==> config.mk <==
export PLATFORM = sky130hd
export DESIGN_NAME = exe_stage
export DESIGN_NICKNAME = d
export VERILOG_FILES = /design/src/rtl/exe_stage.sv
export SDC_FILE = /design/constraint.sdc
export NUM_CORES = 1
export LEC_CHECK = 0
export BUFFER_PORTS_ARGS = -buffer_cell sky130_fd_sc_hd__buf_2
export CAP_MARGIN = 25
export CORE_ASPECT_RATIO = 0.8
export CORE_MARGIN = 2
export CORE_UTILIZATION = 30
export CTS_BUF_LIST = sky130_fd_sc_hd__clkbuf_8 sky130_fd_sc_hd__clkbuf_16
export DETAILED_ROUTE_END_ITERATION = 10
export SLEW_MARGIN = 30
export SYNTH_ARGS = -nofsm -noshare
export SYNTH_HDL_FRONTEND = slang
export SYNTH_HIERARCHICAL = 1
export SYNTH_SLANG_ARGS = --single-unit
==> constraint.sdc <==
create_clock -name clk -period 5.6 [get_ports clk]
set_input_delay 1.12 -clock clk [delete_from_list [all_inputs] [get_ports clk]]
set_output_delay 1.12 -clock clk [all_outputs]
set_load 0.005 [all_outputs]
==> src/rtl/exe_stage.sv <==
// Execute stage: one-slot pipeline register around a 12-op ALU with a one-shot data-memory request.
// Optional overflow exception: define EXE_OV_EXC_EN to raise es_ex on signed add/sub overflow.

module alu (
   input  logic [3:0]  alu_op,
   input  logic [31:0] alu_a,
   input  logic [31:0] alu_b,
   input  logic [4:0]  alu_sa,
   input  logic        alu_imm,
   output logic [31:0] alu_result,
   output logic        alu_overflow
);

   logic [4:0]  shamt;
   logic [31:0] sum;
   logic [31:0] diff;

   // Immediate shifts take the amount from sa, variable shifts from A[4:0]; shifts always act on B.
   assign shamt = alu_imm ? alu_sa : alu_a[4:0];
   assign sum   = alu_a + alu_b;
   assign diff  = alu_a - alu_b;

   always_comb begin
      // NOTE: default every output first so no path through the case infers a latch.
      alu_result   = '0;
      alu_overflow = 1'b0;
      unique case (alu_op)
         4'd0:  alu_result = alu_a & alu_b;
         4'd1:  alu_result = alu_a | alu_b;
         4'd2: begin
            alu_result   = sum;
            alu_overflow = (alu_a[31] == alu_b[31]) && (sum[31] != alu_a[31]);
         end
         4'd3:  alu_result = alu_b << shamt;
         4'd4:  alu_result = {31'b0, alu_a < alu_b};
         4'd5:  alu_result = {alu_b[15:0], 16'b0};
         4'd6: begin
            alu_result   = diff;
            alu_overflow = (alu_a[31] != alu_b[31]) && (diff[31] != alu_a[31]);
         end
         4'd7:  alu_result = {31'b0, $signed(alu_a) < $signed(alu_b)};
         4'd8:  alu_result = ~(alu_a | alu_b);
         4'd9:  alu_result = alu_a ^ alu_b;
         4'd10: alu_result = alu_b >> shamt;
         4'd11: alu_result = $signed(alu_b) >>> shamt;
         default: alu_result = '0;
      endcase
   end

endmodule

module exe_stage #(
   parameter int DEST_W = 5
) (
   input  logic              clk,
   input  logic              reset,
   input  logic              ds_to_es_valid,
   output logic              es_allowin,
   input  logic [31:0]       ds_pc,
   input  logic [3:0]        ds_alu_op,
   input  logic [31:0]       ds_src1,
   input  logic [31:0]       ds_src2,
   input  logic [4:0]        ds_sa,
   input  logic              ds_imm,
   input  logic [DEST_W-1:0] ds_dest,
   input  logic              ds_gr_we,
   input  logic              ds_mem_we,
   input  logic              ds_res_from_mem,
   input  logic [31:0]       ds_rt_value,
   input  logic              ds_ov_chk,
   input  logic              ms_allowin,
   output logic              es_to_ms_valid,
   output logic [31:0]       es_pc,
   output logic [31:0]       es_result,
   output logic [DEST_W-1:0] es_dest,
   output logic              es_gr_we,
   output logic              es_res_from_mem,
   output logic              es_ex,
   output logic              data_sram_en,
   output logic [3:0]        data_sram_wen,
   output logic [31:0]       data_sram_addr,
   output logic [31:0]       data_sram_wdata,
   input  logic              flush,
   output logic              es_fwd_valid,
   output logic [DEST_W-1:0] es_fwd_dest
);

`ifdef EXE_OV_EXC_EN
   localparam bit OV_EXC_EN = 1'b1;
`else
   localparam bit OV_EXC_EN = 1'b0;
`endif

   typedef struct packed {
      logic [31:0]       pc;
      logic [3:0]        alu_op;
      logic [31:0]       src1;
      logic [31:0]       src2;
      logic [4:0]        sa;
      logic              imm;
      logic [DEST_W-1:0] dest;
      logic              gr_we;
      logic              mem_we;
      logic              res_from_mem;
      logic [31:0]       rt_value;
      logic              ov_chk;
   } ins_t;

   ins_t ds_ins;
   ins_t ins_q, ins_d;
   logic es_valid_q, es_valid_d;
   logic mem_issued_q, mem_issued_d;
   logic es_ready_go;
   logic load;
   logic alu_overflow;

   assign ds_ins = '{pc: ds_pc, alu_op: ds_alu_op, src1: ds_src1, src2: ds_src2,
                     sa: ds_sa, imm: ds_imm, dest: ds_dest, gr_we: ds_gr_we,
                     mem_we: ds_mem_we, res_from_mem: ds_res_from_mem,
                     rt_value: ds_rt_value, ov_chk: ds_ov_chk};

   assign es_ready_go = 1'b1;
   assign es_allowin  = !es_valid_q | (es_ready_go & ms_allowin);
   assign load        = ds_to_es_valid & es_allowin & !flush;

   always_comb begin
      es_valid_d   = es_valid_q;
      ins_d        = ins_q;
      mem_issued_d = mem_issued_q;
      if (flush)           es_valid_d = 1'b0;
      else if (es_allowin) es_valid_d = ds_to_es_valid;
      if (load)            ins_d      = ds_ins;
      // The request is one-shot per resident instruction, so a stall cannot repeat a store.
      if (flush | load)    mem_issued_d = 1'b0;
      else if (es_valid_q) mem_issued_d = 1'b1;
   end

   // NOTE: sequential state uses non-blocking assignment so every flop samples pre-edge values.
   always_ff @(posedge clk) begin
      // NOTE: every flop here is cleared by reset; there is no storage array that could be left unreset.
      if (reset) begin
         es_valid_q   <= 1'b0;
         mem_issued_q <= 1'b0;
         ins_q        <= '0;
      end else begin
         es_valid_q   <= es_valid_d;
         mem_issued_q <= mem_issued_d;
         ins_q        <= ins_d;
      end
   end

   alu u_alu (
      .alu_op      (ins_q.alu_op),
      .alu_a       (ins_q.src1),
      .alu_b       (ins_q.src2),
      .alu_sa      (ins_q.sa),
      .alu_imm     (ins_q.imm),
      .alu_result  (es_result),
      .alu_overflow(alu_overflow)
   );

   assign es_ex           = OV_EXC_EN & es_valid_q & ins_q.ov_chk & alu_overflow;
   assign es_to_ms_valid  = es_valid_q & es_ready_go;
   assign es_pc           = ins_q.pc;
   assign es_dest         = ins_q.dest;
   assign es_gr_we        = ins_q.gr_we & !es_ex;
   assign es_res_from_mem = ins_q.res_from_mem;

   assign data_sram_en    = es_valid_q & (ins_q.mem_we | ins_q.res_from_mem) & !mem_issued_q & !es_ex;
   assign data_sram_wen   = {4{data_sram_en & ins_q.mem_we}};
   assign data_sram_addr  = es_result;
   assign data_sram_wdata = ins_q.rt_value;

   assign es_fwd_valid    = es_valid_q & es_gr_we;
   assign es_fwd_dest     = ins_q.dest;

endmodule

==> results_dict.tcl <==
set metrics [dict create \
    clockPowerShare_pct 32.7 \
    grt_pass1_vias 15600 \
    crit_slowest_cell "mux2_2" \
    antenna_left 0 \
    routed.top_layer "met5" \
    min_period_ps 5560 \
    p_int_mw 2.30 \
    startpoint_type "flop" \
    initial_core_util_pct 30.2 \
    cts_tree "yes" \
    gp_congestion 1.00 \
    grt_pass1_wl_mm 102 \
    min_to "es_pc[12]$_SDFFE_PP0P_" \
    core_mm2 0.0550 \
    fmax_ghz 0.180 \
    wirelength_mm 68.7 \
    overflow 0 \
    hold_violations 0 \
    r2r-start "es_to_ms_valid$_SDFFE_PP0P_" \
    cts_sinks 148 \
    switching_power_mw 1.45 \
    synth_cells 2111 \
    p_comb_share_pct 36.1 \
    min_from "es_pc[12]$_SDFFE_PP0P_" \
    worst_setup_path_end_kind "output port" \
    routedWlPerCell_um 22.6 \
    p_per_area_mw_per_mm2 197 \
    grt_use_total_pct 23.6 \
    critPathArrivalTime_ps 4440 \
    max_cap_violations 0 \
    reg2reg_depth 4 \
    yosysWarningCount 6 \
    syn2layout_area_growth_pct 14.2 \
    clock_latency_ps 480 \
    route.detailed.drc 0 \
    whs_ps 472 \
    m1WireLength_mm 30.7 \
    htree_levels 4 \
    dpl.hpwl_mm 53.5 \
    path_cells "buf_4, mux2_2, buf_4, nor2_1, a31oi_1, o22ai_1, o21ai_0, o221ai_1, a221oi_1, o21ai_0, buf_2" \
    drt_iter0_drc 2232 \
    ios 301 \
    switching_share_pct 38.7 \
    rsz0062_at_grt "no" \
    wl_met3_mm 7.41 \
    worstPathMaxFanout 34 \
    cpPeakStageDelay_ps 870 \
    fin_nets 2530 \
    syn_area_mm2 0.0166 \
    wl_met2_mm 28.8 \
    antenna_found_initial 7 \
    fill_cells 5769 \
    syn_avg_cell_area_um2 7.86 \
    ir_worst_vdd_mv 0.188 \
    relSlewSlack_pct 30.2 \
    drive_gt1_share_pct 22.3 \
    cts_buffers 17 \
    grt_max_degree 160 \
    dieArea_mm2 0.0572 \
    leakage_nw 7.97 \
    viasPerCell 5.48 \
    first_pass_iters 7 \
    vias 16700 \
    worstPathRequired_ps 4480 \
    cts_hold_buf 0 \
    cts_buffer_depth 2 \
    setup_viol 0 \
    timing.final.crit_share_pct 99.4 \
    clock-skew-final_ps 17.8 \
    root_buffer "clkbuf_16" \
    io_buffers 298 \
    worst_slew_pin_slew_ps 1050 \
    timing.rr.end "es_dest[2]$_SDFFE_PP0P_" \
    slew_viol_final 0 \
    startpoint "ins_q[41]$_SDFFE_PP0P_" \
    die_h_um 214 \
    fin_setup_tns_ps 0 \
    status "complete, no violations" \
    syn-num-nets 2363 \
    die_width_um 267 \
    crit_type "reg2out" \
    row_count 77 \
    holdPathStages 2 \
    path_clk_slew_ps 80 \
    holdCritPathClass "reg2reg" \
    r2r_slack_ps 3780 \
    seq_power_share_pct 31.2 \
]
## cell type report
type	instances	area [um^2]	area share, %
Inverter	99	372	1.96
Sequential cell	148	2960	15.6
Antenna cell	2	5.00	0.0264
Clock inverter	15	186	0.983
Tap cell	750	938	4.95
Clock buffer	17	425	2.24
Timing Repair Buffer	412	2400	12.7
Multi-Input combinational cell	1600	11700	61.5
## worst max-delay path by stage
stage	endpoint	slack, ps	cells past startpoint
after floorplan	es_result[30]	1250	13
after global placement	data_sram_addr[31]	660	12
after detailed placement	data_sram_addr[30]	600	13
after CTS	data_sram_addr[30]	20	13
after global routing	data_sram_addr[12]	10	11
final	data_sram_addr[12]	40	11
## metal layers
| layer | up-vias | track usage (%) |
|---|---|---|
| li1 | 7709 | - |
| met3 | 109 | 6.26 |
| met5 | - | 0 |
| met1 | 7928 | 33.7 |
| met4 | 10 | 7.38 |
| met2 | 905 | 34.4 |
## what timing repair did
action / in CTS / in global routing
endpoints found under the setup margin: 0 / 12
setup buffers: 0 / 6
endpoints found under the hold margin: 0 / 0
gates resized for setup: 0 / 4
## cells in the final DEF, fill, tap and decap left out, types with 32 or more instances in the layout
cell,n
inv_1,99
buf_4,110
ha_1,97
nand2b_1,303
a21oi_1,112
nor2_1,150
mux2i_1,235
nand3_1,32
nand2_1,128
o211ai_1,40
o21ai_0,111
dfxtp_1,147
buf_2,297
## worst max-delay path: cells and delay by family, from the launching register on
kind / cells / cell delay [ps]
flip-flops: 1 / 510
buffers and inverters: 3 / 810
AND/OR/NAND/NOR: 1 / 70
multiplexers: 1 / 870
AO/OA/AOI/OAI: 6 / 1660
## per-stage QoR
step                setup WS (ps)  utilization, %  cells  total power [mW]  area [um^2]
detailed placement            596            33.2   3003              2.51        18300
finish                       35.6            34.5   3043              3.74        19000
CTS                          21.2            34.3   3035              3.77        18900
floorplan                    1250               -   2111              2.07        16600
global route                 12.7            34.5   3041              3.94        19000
global placement              664            33.2   3003              2.50        18300
## power by group through the flow
stage          combinational, mW  sequential (mW)  clock (mW)
2_1_floorplan              0.898             1.17           0
3_3_place_gp                1.31             1.19           0
3_5_place_dp                1.32             1.19           0
4_1_cts                     1.32             1.17        1.28
5_1_grt                     1.45             1.18        1.31
6_report                    1.35             1.17        1.22
## sequential cells by signal (all words and copies together) (netlist names)
register and flops:
data_sram_wdata 32, mem_issued_q 1, es_gr_we 1, es_to_ms_valid 1, ins_q 75, es_pc 32, es_dest 5, es_res_from_mem 1
No activity file was read; power rests on OpenSTA's default activity.
